### config.mk
export PLATFORM = sky130hd
export DESIGN_NAME = store_buffer_aligner
export DESIGN_NICKNAME = d
export VERILOG_FILES = /design/src/rtl/mips_defs.sv /design/src/rtl/store_lane_encode.sv /design/src/rtl/store_buffer_aligner.sv
export SDC_FILE = /design/constraint.sdc
export NUM_CORES = 1
export LEC_CHECK = 0
export CORE_UTILIZATION = 50
export CTS_CLUSTER_SIZE = 40
export DETAILED_ROUTE_END_ITERATION = 7
export PLACE_DENSITY = 0.78
export REMOVE_ABC_BUFFERS = 1
export SLEW_MARGIN = 20
export SYNTH_ARGS = -nofsm -noshare
export SYNTH_HDL_FRONTEND = slang
export SYNTH_SLANG_ARGS = --single-unit
### constraint.sdc
create_clock -name clk -period 2.4 [get_ports clk]
set_clock_uncertainty 0.15 [all_clocks]
set_input_delay 0.48 -clock clk [delete_from_list [all_inputs] [get_ports clk]]
set_output_delay 0.48 -clock clk [all_outputs]
set_load 0.01 [all_outputs]
### src/rtl/mips_defs.sv
// Shared MIPS definitions: memory opcodes, byte-enable width and the
// store-buffer entry layout used by the store path.
package mips_defs;

    // Load opcodes (used by the MEM-stage load extender)
    localparam logic [5:0] OP_LB  = 6'b100000;
    localparam logic [5:0] OP_LH  = 6'b100001;
    localparam logic [5:0] OP_LW  = 6'b100011;
    localparam logic [5:0] OP_LBU = 6'b100100;
    localparam logic [5:0] OP_LHU = 6'b100101;

    // Store opcodes
    localparam logic [5:0] OP_SB  = 6'b101000;
    localparam logic [5:0] OP_SH  = 6'b101001;
    localparam logic [5:0] OP_SW  = 6'b101011;

    localparam int BE_W = 4;

    // One buffered write: word address, byte enables, lane-replicated data
    typedef struct packed {
        logic [29:0]     addr;
        logic [BE_W-1:0] be;
        logic [31:0]     data;
    } store_entry_t;

endpackage

### src/rtl/store_lane_encode.sv
// Combinational store lane encoder: turns opcode, low address bits and the
// unaligned rt value into byte enables, lane-replicated data and a
// misalignment flag. Store-side mirror of the load extender.
module store_lane_encode
    import mips_defs::*;
(
    input  logic [5:0]      opcode,
    input  logic [1:0]      addr_lo,
    input  logic [31:0]     wdata,
    output logic            is_store,
    output logic [BE_W-1:0] be,
    output logic [31:0]     data,
    output logic            misaligned
);

    // Decode the store size and place the data on the addressed lanes
    always_comb begin
        is_store   = 1'b0;
        be         = '0;
        data       = '0;
        misaligned = 1'b0;
        case (opcode)
            OP_SB: begin
                is_store = 1'b1;
                be       = 4'b0001 << addr_lo;
                data     = {4{wdata[7:0]}};
            end
            OP_SH: begin
                is_store   = 1'b1;
                be         = addr_lo[1] ? 4'b1100 : 4'b0011;
                data       = {2{wdata[15:0]}};
                misaligned = addr_lo[0];
            end
            OP_SW: begin
                is_store   = 1'b1;
                be         = 4'b1111;
                data       = wdata;
                misaligned = (addr_lo != 2'b00);
            end
            default: ;
        endcase
    end

endmodule

### src/rtl/store_buffer_aligner.sv
// Store buffer with alignment check: encodes MEM-stage stores, queues them
// in a small FIFO and drains them to data memory over a req/gnt handshake.
// Also reports pending-store word matches for load hazard detection.
module store_buffer_aligner
    import mips_defs::*;
#(
    parameter int DEPTH = 4,
    parameter int CNT_W = 3
) (
    input  logic             clk,
    input  logic             reset,
    input  logic             st_valid,
    output logic             st_ready,
    input  logic [31:0]      ir_m,
    input  logic [31:0]      addr,
    input  logic [31:0]      wdata,
    output logic             exc_ades,
    output logic             mem_req,
    input  logic             mem_gnt,
    output logic [31:0]      mem_addr,
    output logic [BE_W-1:0]  mem_be,
    output logic [31:0]      mem_wdata,
    input  logic [31:0]      ld_addr,
    output logic             ld_hit,
    output logic [CNT_W-1:0] count
);

    localparam int PTR_W = $clog2(DEPTH);

    store_entry_t     entries [DEPTH];
    logic [DEPTH-1:0] valid;
    logic [PTR_W-1:0] head;
    logic [PTR_W-1:0] tail;
    logic [CNT_W-1:0] count_q;
    logic             exc_q;

    logic             is_store;
    logic             misaligned;
    logic [BE_W-1:0]  enc_be;
    logic [31:0]      enc_data;
    logic             push;
    logic             pop;

    // Only the opcode field and the word part of the load address matter
    logic             unused_bits;
    assign unused_bits = ^{ir_m[25:0], ld_addr[1:0]};

    store_lane_encode u_encode (
        .opcode     (ir_m[31:26]),
        .addr_lo    (addr[1:0]),
        .wdata      (wdata),
        .is_store   (is_store),
        .be         (enc_be),
        .data       (enc_data),
        .misaligned (misaligned)
    );

    assign st_ready  = (count_q != CNT_W'(DEPTH));
    assign mem_req   = (count_q != '0);
    assign push      = st_valid & st_ready & is_store & ~misaligned;
    assign pop       = mem_req & mem_gnt;
    assign mem_addr  = {entries[head].addr, 2'b00};
    assign mem_be    = entries[head].be;
    assign mem_wdata = entries[head].data;
    assign exc_ades  = exc_q;
    assign count     = count_q;

    // FIFO storage, pointers, occupancy and the registered address-error pulse
    always_ff @(posedge clk or negedge reset) begin
        if (!reset) begin
            for (int i = 0; i < DEPTH; i++) entries[i] <= '0;
            valid   <= '0;
            head    <= '0;
            tail    <= '0;
            count_q <= '0;
            exc_q   <= 1'b0;
        end else begin
            exc_q <= st_valid & is_store & misaligned;
            if (push) begin
                entries[tail] <= '{addr: addr[31:2], be: enc_be, data: enc_data};
                valid[tail]   <= 1'b1;
                tail          <= tail + PTR_W'(1);
            end
            if (pop) begin
                valid[head] <= 1'b0;
                head        <= head + PTR_W'(1);
            end
            if (push && !pop)
                count_q <= count_q + CNT_W'(1);
            else if (pop && !push)
                count_q <= count_q - CNT_W'(1);
        end
    end

    // Any buffered store to the same word as the load in MEM is a hazard
    always_comb begin
        ld_hit = 1'b0;
        for (int i = 0; i < DEPTH; i++) begin
            if (valid[i] && (entries[i].addr == ld_addr[31:2]))
                ld_hit = 1'b1;
        end
    end

endmodule

### Word-level counts from Yosys, hierarchy flattened

Index checks and enable logic that the tools add are counted.

| word-level totals | value |
|---|---|
| word-level logic and storage cells | 87 |
| output and inout port bits | 75 |
| input bits | 132 |
| register bits | 276 |

| cells by class | value |
|---|---|
| shift-type cells | 1 |
| reduce and logical (&&, ||, !) cells | 15 |
| $add $sub $neg | 4 |
| order comparisons | 7 |
| equality and inequality tests | 8 |
| bitwise gates (word level) | 12 |
| mux-type cells | 23 |

Operators by type and width:

| kind | count |
|---|---|
| bitwise mux 264 bit | 1 |
| two-way mux 66 bit | 3 |
| binary-select mux 66 bit (select 2 bit) | 1 |
| demux 66 bit (select 2 bit) | 1 |
| equality test 30 bit | 4 |
| one-hot mux 32 bit (3 select lines) | 1 |
| equality test 6 bit (second input constant) | 3 |
| two-way mux 4 bit | 3 |
| one-hot mux 4 bit (3 select lines) | 1 |
| logical AND 1 bit | 9 |
| two-way mux 1 bit | 7 |
| AND 1 bit | 6 |
| >= comparator 3 bit (second input constant) | 2 |
| < comparator 2 x 3 -> 1 bit (second input constant) | 2 |
| two-way mux 3 bit | 2 |
| NOT 2 -> 3 bit | 2 |
| adder 2 x 1 -> 2 bit (second input constant) | 2 |
| AND 4 bit | 1 |
| demux 1 bit (select 2 bit) | 2 |
| >= comparator 2 x 1 -> 1 bit (second input constant) | 2 |
| NOT 4 bit | 1 |
| bitwise OR 4 bit | 1 |
| nonzero test 2 bit | 2 |
| << shifter 1 x 2 -> 4 bit (first input constant) | 1 |
| 9 further kinds | 10 |

### Logic depth before layout (Yosys ltp)

| depth | value |
|---|---|
| depth in word-level cells | 9 |
| depth in mapped cells | 10 |
| gate-level depth less buffers | 9 |

### Modules after synthesis

A second synthesis with hierarchy kept.

| unflattened totals | value |
|---|---|
| cells, all modules | 983 |
| area total of the unflattened synthesis | 14579.0 um^2 |

By module, submodules not included:

| module | area each (um^2) | seq. area each (um^2) | instances | cells an instance |
|---|---|---|---|---|
| store_buffer_aligner | 13793.2 | 6906.6 | 1 | 874 |
| store_lane_encode | 785.8 | 0.0 | 1 | 109 |

### Worst setup path before layout

OpenSTA, ideal clock, no wires.

| timing | value |
|---|---|
| kind | register to register |
| start point | register count_q[0], in the netlist count[0] |
| end point | register count_q[1], in the netlist count[1] |
| stages on the path, launching flop included | 9 |
| path buffers | 1 |
| arrival time | 2337 ps |
| data required time | 2125 ps |
| setup slack | -212 ps |
| library setup time | 125 ps |
| clock period less this slack | 2612 ps |
| cell sequence | dfrtp_1 or3b_1 and3_4 and2_1 buf_2 ha_1 inv_1 fa_1 mux2_2 |

| on the way | value |
|---|---|
| word-level cells in the longest chain between the ends | 7 |
| elaborated cells between the ends (all ways) | 15 |
| classes of those cells | add/sub (2); eq/ne (1); mux (2); bitwise (4); reduce/logical (6) |

Ends and longest elaborated chain:

| what | line | RTL |
|---|---|---|
| start, declared | store_buffer_aligner.sv:34 | `logic [CNT_W-1:0] count_q;` |
| start signal, assigned | store_buffer_aligner.sv:89 | `count_q <= count_q + CNT_W'(1);` |
| start signal, assigned | store_buffer_aligner.sv:91 | `count_q <= count_q - CNT_W'(1);` |
| inequality test 3 bit * | store_buffer_aligner.sv:58 | `assign st_ready = (count_q != CNT_W'(DEPTH));` |
| named net st_ready | store_buffer_aligner.sv:13 | `output logic st_ready,` |
| AND 1 bit * (3 in a row) | store_buffer_aligner.sv:60 | `assign push = st_valid & st_ready & is_store & ~misaligned;` |
| zero test 1 bit | store_buffer_aligner.sv:90 | `else if (pop && !push)` |
| logical AND 1 bit | store_buffer_aligner.sv:90 |  |
| nonzero test 2 bit (no source line) | -- |  |

The timed path passes the listed nets; every way through them passes the cells marked *. The select of a mux whose other input is x is not followed.
A chain may end at the register's enable or synchronous reset.

### Worst setup path in the final report

| timing | value |
|---|---|
| start point | input port ld_addr[6] |
| end point | output port ld_hit |

| on the way | value |
|---|---|
| word-level cells in the longest chain between the ends | 6 |
| elaborated cells between the ends (all ways) | 12 |
| classes of those cells | eq/ne (4); mux (4); reduce/logical (4) |

Ends and longest elaborated chain:

| what | line | RTL |
|---|---|---|
| start, declared | store_buffer_aligner.sv:23 | `input logic [31:0] ld_addr,` |
| equality test 30 bit | store_buffer_aligner.sv:99 | `if (valid[i] && (entries[i].addr == ld_addr[31:2]))` |
| logical AND 1 bit | store_buffer_aligner.sv:99 |  |
| two-way mux 1 bit (3 in a row) | store_buffer_aligner.sv:99 |  |
| two-way mux 1 bit * | store_buffer_aligner.sv:99 |  |
| end, declared | store_buffer_aligner.sv:24 | `output logic ld_hit,` |

Mark *: on every way between the ends. The rest lies on a longest branch, timed or not.

==> impl_metrics.tcl <==
set metrics [dict create \
    async_reset_ff_share_pct 100.0 \
    yosys-top-cells-count "dfrtp_1, mux2_2, mux2_4" \
    peakVddDrop_mv 0.5347 \
    antenna_found_initial 2 \
    drive_gt1_share_pct 47.80 \
    rsz0062_at_grt "yes" \
    clock-sinks 276 \
    post_drt_via_cell_ratio 5.553 \
    design_area_um2 19270 \
    criticalPathCategory "primary input to primary output" \
    failed_checks "negative setup slack" \
    worstSetupStartpointType "primary input" \
    clkSlewWorstSetupHoldPaths_ns 0.06 \
    design.die.area_um2 29260 \
    cts_root_buffer "clkbuf_16" \
    core_area_um2 27930 \
    syn_inst 987 \
    pin_count 207 \
    status "finished with violations" \
    grt_pass1_wl_um 60320 \
    hpwl_um 27080 \
    nets 1463 \
    fill_cells 1951 \
    cp-end-kind "primary output" \
    slew_headroom_pct 66.20 \
    wire_per_inst_um 22.34 \
    grt_util_all_layers_pct 27.33 \
    areaGrowthSynthToFinish_pct 34.88 \
    finalNonFillerCells 1722 \
    grt_pass1_vias 10510 \
    power.density_nw_per_um2 792.2 \
    seq_area_um2 6914 \
    dp_cells 1653 \
    cts_made_buffers 29 \
    synth_warnings 0 \
    numPortBuffers 176 \
    insertion_delay_ns 0.56 \
    synth_area_per_cell_um2 14.48 \
    place_area_um2 17840 \
    synth_top_area_share_pct 48.34 \
    fin_crit_ns 2.785 \
    setup_viol 67 \
    tightest_slew_ns 0.5069 \
    worst_hold_path_type "primary input to async pin" \
    r2r_cells 7 \
    htreeDepth 1 \
    r2r_slack_ns 0.06 \
    drtIter0Drc 525 \
    synth_edf_count 0 \
    cp.required_ns 1.77 \
    leakage_uw 0.009433 \
    antenna_left 0 \
    grt-ovfl-total 0 \
    cts_buffer_depth 3 \
    firstDrtPassIters 6 \
    start_util_pct 51.15 \
    cts_tree "built" \
    slew_violations 0 \
    max_freq_ghz 0.3590 \
    setup_slack_ns -0.3854 \
    fp-row-count 61 \
    synth-seq-cells 276 \
    yosysSeqAreaShare_pct 48.34 \
    crit_path_max_fanout 3 \
    synth-main-ff-cell "dfrtp_1" \
    m1WireLength_um 16180 \
    netlist_area_um2 14290 \
    tns_ns -15.14 \
    dr_wl_met2_um 18860 \
    crit_arrival_ns 2.16 \
    drc 0 \
    period_share_pct 116.1 \
    cap_violations 0 \
    multi_input_area_um2 7139 \
    dieHeight_um 171.1 \
    postRouteWirelength_um 38480 \
    yosysMostFrequentCell "dfrtp_1" \
    yosysTopAreaCell "dfrtp_1" \
    dr_total_vias 9562 \
    synth.area.top_cells "dfrtp_1, mux2_2, mux4_2, mux2_4, xnor2_1" \
    ys_types 36 \
    die_w_um 171.1 \
    place_congestion 0.9785 \
    highest_layer "met5" \
    grt_max_degree 60 \
    hold_viol_final 0 \
    wl_met3_um 2378 \
]
-- worst max-delay path: stages --
cell             delay, ns
clkdlybuf4s50_1       0.44
buf_4                 0.17
xnor2_1               0.16
nand4_1               0.26
nor4_2                0.25
nand4_1               0.11
nand4_1               0.13
buf_2                 0.15
-- layer usage --
layer	up-vias	global-route usage, %
met5	-	0
met4	2	8.385
met3	69	5.158
met2	304	45.65
met1	4960	36.15
li1	4227	-
-- flip-flops by register name, indices dropped and copies added (netlist names) --
name	cells
exc_ades	1
tail	2
head	2
entries	264
valid	4
count	3
-- cells by family after synthesis --
family	after synthesis	share of synthesized area (%)
other	1	0.02624
buffers and inverters	76	3.117
flip-flops	276	48.34
AND/OR/NAND/NOR	129	5.272
XOR/XNOR	125	7.662
adder cells (fa/ha/maj)	10	0.9282
multiplexers	328	33.14
AO/OA/AOI/OAI	42	1.515
-- power breakdown --
group	internal (uW)	switching (uW)	total [uW]	leakage, uW
Clock	2650	1850	4500	0.000467
Sequential	5130	449	5580	0.00379
Combinational	3040	2140	5180	0.00517
-- what timing repair did --
action,CTS,global route
hold endpoints to repair,48,0
setup endpoints to repair,71,75
gates cloned,4,0
gates resized for setup,384,23
pin swaps,11,6
buffers inserted,13,0
hold buffers,1,0
-- per-stage QoR --
| stage | hold WS, ns | setup slack, ns | utilization (%) | power [uW] |
|---|---|---|---|---|
| after floorplan | 0.03441 | -1.602 | - | 7811 |
| after global placement | 0.2973 | -0.9379 | 63.88 | 10050 |
| after detailed placement | 0.2981 | -0.9237 | 63.88 | 10130 |
| after global routing | 0.3363 | -0.4197 | 68.98 | 15890 |
| final | 0.3070 | -0.3854 | 68.99 | 15270 |
| after CTS | 0.3153 | -0.3318 | 68.89 | 15440 |
-- placed cells by master, fill, tap and decap left out, drive strengths merged, types with 14 or more instances in the layout --
| master | count |
|---|---|
| nor2 | 17 |
| xnor2 | 79 |
| clkdlybuf4s50 | 91 |
| buf | 263 |
| xor2 | 46 |
| nand4 | 25 |
| mux2 | 261 |
| mux4 | 66 |
| nor4 | 16 |
| nand2 | 25 |
| a21oi | 25 |
| o21ai | 16 |
| dfrtp | 276 |
| clkbuf | 46 |
| dlygate4sd2 | 14 |
-- cell type report --
cell class,count,area share [%]
diodes,1,0.01298
clock buffers,45,4.441
clock inverters,8,0.4999
inverters,6,0.1169
multi-input cells,636,37.04
flip-flops and latches,276,35.88
well taps,378,2.454
repair buffers,372,19.55
-- worst paths after layout --
check / endpoint / start
min: entries[253] / reset
min reg2reg: entries[159] / entries[159]
min in group clk: entries[159] / entries[159]
max: ld_hit / ld_addr[6]
max reg2reg: count[1] / count[1]
max in group asynchronous: entries[228] / reset
Power figures use the tool's default switching activity.
